## config.mk

```make
export PLATFORM = sky130hd
export DESIGN_NAME = instr_fetch_unit
export DESIGN_NICKNAME = d
export VERILOG_FILES = /design/src/rtl/riscv_pkg.sv /design/src/rtl/fetch_fifo.sv /design/src/rtl/instr_fetch_unit.sv
export SDC_FILE = /design/constraint.sdc
export NUM_CORES = 1
export LEC_CHECK = 0
export BUFFER_PORTS_ARGS = -buffer_cell sky130_fd_sc_hd__buf_4
export CORE_MARGIN = 8
export CORE_UTILIZATION = 39
export DETAILED_ROUTE_END_ITERATION = 10
export PLACE_DENSITY_LB_ADDON = 0.1
export SYNTH_ARGS = -nofsm -noshare
export SYNTH_HDL_FRONTEND = slang
export SYNTH_HIERARCHICAL = 1
export SYNTH_SLANG_ARGS = --single-unit
```

## constraint.sdc

```tcl
create_clock -name clk -period 3.7 [get_ports clk]
set_input_delay 0.185 -clock clk [delete_from_list [all_inputs] [get_ports clk]]
set_output_delay 0.185 -clock clk [all_outputs]
set_load 0.005 [all_outputs]
```

## src/rtl/riscv_pkg.sv

```systemverilog
// Shared constants and types for the instruction fetch slice: buffer sizing,
// reset address, word size and the fetch FSM encoding.
package riscv_pkg;

    localparam int unsigned XLEN = 32;
    localparam int unsigned IFU_DEPTH = 4;
    localparam logic [XLEN-1:0] IFU_RESET_PC = 32'h0000_0000;
    localparam logic [XLEN-1:0] WORD_BYTES = 32'd4;
    localparam logic [XLEN-1:0] ALIGN_MASK = 32'h0000_0003;

    typedef enum logic {
        ST_FETCH = 1'b0,
        ST_DROP  = 1'b1
    } fetch_state_e;

    typedef struct packed {
        logic [XLEN-1:0] pc;
        logic [XLEN-1:0] instr;
    } fetch_entry_t;

endpackage

```

## src/rtl/fetch_fifo.sv

```systemverilog
// Instruction buffer holding {pc, instr} pairs; push and pop may coincide at
// any occupancy, and flush empties it in one cycle.
module fetch_fifo
    import riscv_pkg::*;
#(
    parameter int unsigned DEPTH = IFU_DEPTH,
    localparam int unsigned CNT_W = $clog2(DEPTH) + 1
) (
    input  logic               clk,
    input  logic               rst,
    input  logic               push,
    input  fetch_entry_t       din,
    input  logic               pop,
    input  logic               flush,
    output fetch_entry_t       dout,
    output logic               full,
    output logic               empty,
    output logic [CNT_W-1:0]   count
);

    localparam int unsigned PTR_W = (DEPTH > 1) ? $clog2(DEPTH) : 1;
    typedef logic [PTR_W-1:0] ptr_t;

    fetch_entry_t mem [DEPTH];
    ptr_t         rd_ptr;
    ptr_t         wr_ptr;
    logic         push_ok;
    logic         pop_ok;

    function automatic ptr_t ptr_inc(input ptr_t p);
        return (p == ptr_t'(DEPTH - 1)) ? '0 : p + ptr_t'(1);
    endfunction

    assign empty   = (count == '0);
    assign full    = (count == CNT_W'(DEPTH));
    assign pop_ok  = pop && !empty;
    // A full buffer still accepts a push when the head leaves the same cycle.
    assign push_ok = push && (!full || pop_ok);
    assign dout    = mem[rd_ptr];

    // NOTE: sequential state uses non-blocking assignments so every flop samples pre-edge values.
    always_ff @(posedge clk) begin
        if (rst || flush) begin
            rd_ptr <= '0;
            wr_ptr <= '0;
            count  <= '0;
        end else begin
            if (push_ok) wr_ptr <= ptr_inc(wr_ptr);
            if (pop_ok)  rd_ptr <= ptr_inc(rd_ptr);
            count <= count + CNT_W'(push_ok) - CNT_W'(pop_ok);
        end
    end

    // NOTE: storage is not reset; count/pointers alone define which entries are valid.
    always_ff @(posedge clk) begin
        if (push_ok) mem[wr_ptr] <= din;
    end

endmodule

```

## src/rtl/instr_fetch_unit.sv

```systemverilog
// Credit-limited instruction fetch: issues word-aligned requests, buffers
// in-order responses, and discards in-flight responses after a redirect.
module instr_fetch_unit
    import riscv_pkg::*;
#(
    parameter int unsigned     DEPTH    = IFU_DEPTH,
    parameter logic [XLEN-1:0] RESET_PC = IFU_RESET_PC
) (
    input  logic            clk,
    input  logic            rst,
    input  logic            redirect_valid,
    input  logic [XLEN-1:0] redirect_pc,
    output logic            imem_req_valid,
    input  logic            imem_req_ready,
    output logic [XLEN-1:0] imem_req_addr,
    input  logic            imem_rsp_valid,
    input  logic [XLEN-1:0] imem_rsp_data,
    output logic            if_valid,
    input  logic            if_ready,
    output logic [XLEN-1:0] if_pc,
    output logic [XLEN-1:0] if_instr
);

    localparam int unsigned CNT_W = $clog2(DEPTH) + 1;
    typedef logic [CNT_W-1:0] cnt_t;

    fetch_state_e    state_q, state_d;
    cnt_t            outstanding_q;
    cnt_t            drop_cnt_q, drop_cnt_d;
    cnt_t            fifo_count;
    logic [CNT_W:0]  credit_used;
    logic [XLEN-1:0] fetch_pc_q;
    logic [XLEN-1:0] rsp_pc_q;
    logic [XLEN-1:0] redirect_target;
    logic            req_fire;
    logic            fifo_push, fifo_pop, fifo_flush;
    logic            fifo_full, fifo_empty;
    fetch_entry_t    fifo_din, fifo_dout;

    assign redirect_target = redirect_pc & ~ALIGN_MASK;

    // Every issued request reserves a buffer slot until its entry is consumed.
    assign credit_used    = {1'b0, outstanding_q} + {1'b0, fifo_count};
    assign imem_req_valid = !rst && !redirect_valid && (credit_used < (CNT_W + 1)'(DEPTH));
    assign imem_req_addr  = fetch_pc_q;
    assign req_fire       = imem_req_valid && imem_req_ready;

    assign if_valid = !fifo_empty;
    assign if_pc    = fifo_dout.pc;
    assign if_instr = fifo_dout.instr;
    assign fifo_pop = if_valid && if_ready;
    assign fifo_din = '{pc: rsp_pc_q, instr: imem_rsp_data};

    // NOTE: every always_comb output gets a default first so no latch is inferred.
    always_comb begin
        state_d    = state_q;
        drop_cnt_d = drop_cnt_q;
        fifo_push  = 1'b0;
        fifo_flush = 1'b0;
        if (redirect_valid) begin
            fifo_flush = 1'b1;
            drop_cnt_d = outstanding_q - cnt_t'(imem_rsp_valid);
            state_d    = (drop_cnt_d != '0) ? ST_DROP : ST_FETCH;
        end else begin
            case (state_q)
                ST_FETCH: fifo_push = imem_rsp_valid && (!fifo_full || fifo_pop);
                ST_DROP: begin
                    if (imem_rsp_valid) begin
                        drop_cnt_d = drop_cnt_q - cnt_t'(1);
                        if (drop_cnt_d == '0) state_d = ST_FETCH;
                    end
                end
                default: state_d = ST_FETCH;
            endcase
        end
    end

    always_ff @(posedge clk) begin
        if (rst) begin
            state_q       <= ST_FETCH;
            drop_cnt_q    <= '0;
            outstanding_q <= '0;
            fetch_pc_q    <= RESET_PC;
            rsp_pc_q      <= RESET_PC;
        end else begin
            state_q       <= state_d;
            drop_cnt_q    <= drop_cnt_d;
            outstanding_q <= outstanding_q + cnt_t'(req_fire) - cnt_t'(imem_rsp_valid);
            // Responses are in order, so the next kept response belongs to rsp_pc_q.
            if (redirect_valid) begin
                fetch_pc_q <= redirect_target;
                rsp_pc_q   <= redirect_target;
            end else begin
                if (req_fire)  fetch_pc_q <= fetch_pc_q + WORD_BYTES;
                if (fifo_push) rsp_pc_q   <= rsp_pc_q + WORD_BYTES;
            end
        end
    end

    fetch_fifo #(
        .DEPTH (DEPTH)
    ) u_fifo (
        .clk   (clk),
        .rst   (rst),
        .push  (fifo_push),
        .din   (fifo_din),
        .pop   (fifo_pop),
        .flush (fifo_flush),
        .dout  (fifo_dout),
        .full  (fifo_full),
        .empty (fifo_empty),
        .count (fifo_count)
    );

    a_no_overflow: assert property (@(posedge clk) disable iff (rst)
        !(state_q == ST_FETCH && !redirect_valid && imem_rsp_valid && fifo_full && !fifo_pop));

endmodule

```

==> summary.txt <==
CTS
  – Later-pin clock latency in the skew report: 0.50 ns
  – Clock Pin Slew Worst Setup and Hold Paths: 0.06 ns
  – CTS tree: done
  – CTS max path bufs: 3
  – Root Buffer: clkbuf_16
  – Post-CTS Setup Inserts: 0
  – CTS buffer count: 36
  – H-tree Lvls: 2
  – Clock sinks: 332

Floorplanning
  – Horiz. Die Dim: 203 µm
  – Die area: approximately 41000 µm²
  – Initial Util: 39.5%
  – Row count: 68
  – I/O pin cnt: roughly 170
  – Die height: 203 µm
  – Core ar.: 34400 µm²

Critical path
  – Crit end category: register
  – Arr. time, crit path: around 3.4 ns
  – Worst r2r src: u_fifo/count[2]$_SDFF_PP0_
  – Worst setup path class: reg2reg
  – Reg2Reg Depth: 8
  – Most frequent CP cell: xnor2_1
  – Crit path largest cell delay: between 0.6 and 0.7 ns
  – Setup crit start: u_fifo/count[2]$_SDFF_PP0_
  – Reg2Reg Setup Slack: around 0.71 ns
  – Req. time, crit path: 4.06 ns
  – Worst setup SP type: register
  – Worst path slowest cell: nor3b_1
  – End of the worst register-to-register path: u_fifo/count[2]$_SDFF_PP0_
  – Worst setup path end: u_fifo/count[2]$_SDFF_PP0_
  – Worst-path cell chain: nor3b_1 > a21oi_1 > and2_1 > or2_2 > fa_1 > xnor2_1 > xnor2_1 > nor3_1
  – Worst Path Max Fanout: 9

Detailed routing
  – Vias per Instance: 5.19
  – Avg WL per Cell: 19.7 µm
  – Total wire length: 31.1 mm
  – Routed Antenna Nets: 0
  – DR vias: approximately 8000
  – # DRC: 0
  – DR iter-0 viols: around 350
  – TritonRoute pass-1 iters: 5

STA
  – Final count of negative-setup-slack endpoints: 0
  – Fmax: 335 MHz
  – RSZ-0062 raised after global routing: no
  – Clock Skews: approximately 0.010 ns
  – Final setup TNS: 0 ns
  – Final worst-path cycle share: 80.8%
  – Slew Viols, Final: 0
  – Hold Vio Cnt, Final: 0
  – Max-slew headroom: 49.3%
  – Period minus WS final: 2.99 ns
  – Worst-Margin Slew: around 0.76 ns

Synth
  – EDFF count, synth: roughly 260
  – Area contributors post-synth: edfxtp_1 (57%), dfxtp_1 (11%), mux4_2 (11%)
  – Most frequent cell after synthesis: edfxtp_1
  – Top cells by count, synth: edfxtp_1 (256), dfxtp_1 (76), mux4_2 (64)
  – Yosys cell types: 66
  – Asr flop ratio synth: 0%
  – Sequential cell area fraction in the yosys report: 67.8%
  – Yosys reg bits: about 330
  – Post-Syn Instances: 864
  – Ys Warns: 6
  – Synth Cell Area: 13600 µm²
  – Cell taking the most area after synthesis: edfxtp_1
  – Post-Syn Area per Cell: 15.7 µm²
  – Top_reg_cell synth: edfxtp_1
  – Synth top area share: a little under three fifths

Status
  – Status: finished, final reports clean

Global route
  – GR Util All Layers: 14.9%
  – Largest net degree at the start of global routing: 70
  – Final global-route overflow total: 0
  – First-pass GRT wire length: just under 50 mm
  – Vias in the first global route: 8477
  – Antenna violations before repair: 0

Placed design
  – I/O Buffers: 163
  – Final Wtd Congestion: 0.757
  – Post-DP HPWL: 20.5 mm

Cells and area
  – Synthesis-to-finish area growth: 25.6%
  – Layout cells sized above 1: ~29%
  – Final core utilization: 49.6%
  – Final nets: 1190
  – Diodes inserted: 0

Pwr
  – Peak VDD IR: 300 µV
  – Power Density: 476 nW/µm²
  – Leakage: 5.91 nW

Flow run
  – Max_cap viols: 0

Hold path
  – Hold depth: 3
  – Hold crit path type: in2reg
## what timing repair did
| action | CTS | global route |
|---|---|---|
| resized for setup | 0 | 0 |
| hold endpoints to repair | 158 | 0 |
| hold buffers | 52 | 0 |
## kinds of logic (layout without fill, tap and decap cells)
kind of cell / Yosys count / after routing / share of synthesized area, %
AOI/OAI and AO/OA: 135 / 135 / 6.59
xor gates and xnor gates: 29 / 29 / 1.87
adders and majority gates: 18 / 18 / 1.77
buffers and inverters: 68 / 323 / 2.14
DFF: 332 / 332 / 67.8
muxes: 67 / 67 / 10.9
other: 1 / 10 / 0.0276
and+or+nand+nor: 214 / 214 / 8.90
## critical path: cells and delay by family, from the launching register on
kind                     cells  cell delay [ns]
flip-flops                   1             0.42
adder cells (fa/ha/maj)      1             0.41
AND/OR/NAND/NOR              4             1.41
XOR/XNOR                     2             0.34
AO/OA/AOI/OAI                1             0.26
## worst min path at each step
stage                                      to               from
5_1_grt        imem_req_addr[10]$_SDFFE_PP0P_    redirect_pc[10]
3_5_place_dp      u_fifo/mem[2][20]$_DFFE_PP_  imem_rsp_data[20]
3_3_place_gp      u_fifo/mem[2][20]$_DFFE_PP_  imem_rsp_data[20]
4_1_cts             rsp_pc_q[10]$_SDFFE_PP0P_    redirect_pc[10]
2_1_floorplan      u_fifo/count[2]$_SDFF_PP0_                rst
6_report        imem_req_addr[4]$_SDFFE_PP0P_     redirect_pc[4]
## final cells by class
cell class,instances,area [µm²]
clock inverters,17,111
flip-flops and latches,332,9210
well taps,455,569
inverters,23,86.3
multi-input cells,473,4130
fillers,3039,17300
clock buffers,47,973
repair buffers,236,1960
## flip-flops by register name (all words and copies together) (netlist names), named ones only
signal         flops
rsp_pc_q          30
state_q            1
u_fifo/mem       256
u_fifo/wr_ptr      2
u_fifo/count       3
imem_req_addr     30
u_fifo/rd_ptr      2
drop_cnt_q         3
outstanding_q      3
## placed cells by master, fill, tap and decap left out, types with 7 or more instances in the layout
cell type,instances
a211oi_1,13
a21boi_0,7
a21oi_1,24
a311oi_1,10
a31oi_1,22
buf_4,179
clkbuf_1,9
clkbuf_16,37
clkinv_2,7
conb_1,10
dfxtp_1,74
dlygate4sd3_1,52
edfxtp_1,256
ha_1,16
inv_1,21
mux4_2,64
nand2_1,52
nand3_1,26
nand4_1,20
nor2_1,40
nor3_1,8
o21a_1,7
o21ai_0,30
or3_1,14
xnor2_1,8
xor2_1,21
## routing by layer
layer / share of wire, % / global-route usage, % / up-vias
met5: 0 / 0 / -
met4: 1.3 / 2.87 / 0
met3: 4.4 / 3.19 / 29
met2: 46 / 23.3 / 204
met1: 48 / 21.2 / 4106
li1: - / - / 3877
## per-stage QoR
stage | cell area (µm²) | power [mW] | setup WS, ns | hold WS, ns | std cells
detailed placement | 15400 | 4.86 | 0.692 | 0.392 | 1467
global route | 17000 | 8.44 | 0.434 | 0.0261 | 1583
finish | 17000 | 8.11 | 0.711 | 0.0268 | 1583
floorplan | 13600 | 4.57 | 0.415 | 0.262 | 873
CTS | 17000 | 8.22 | 0.672 | 0.00164 | 1583
global placement | 15400 | 4.85 | 0.728 | 0.390 | 1467
## power breakdown
part / switching (mW) / internal, mW / total, mW / leakage [nW]
Clock: 1.37 / 1.92 / 3.29 / 0.529
Sequential: 0.115 / 4.13 / 4.25 / 2.97
Combinational: 0.274 / 0.297 / 0.571 / 2.41
No activity file was read; power rests on OpenSTA's default activity.
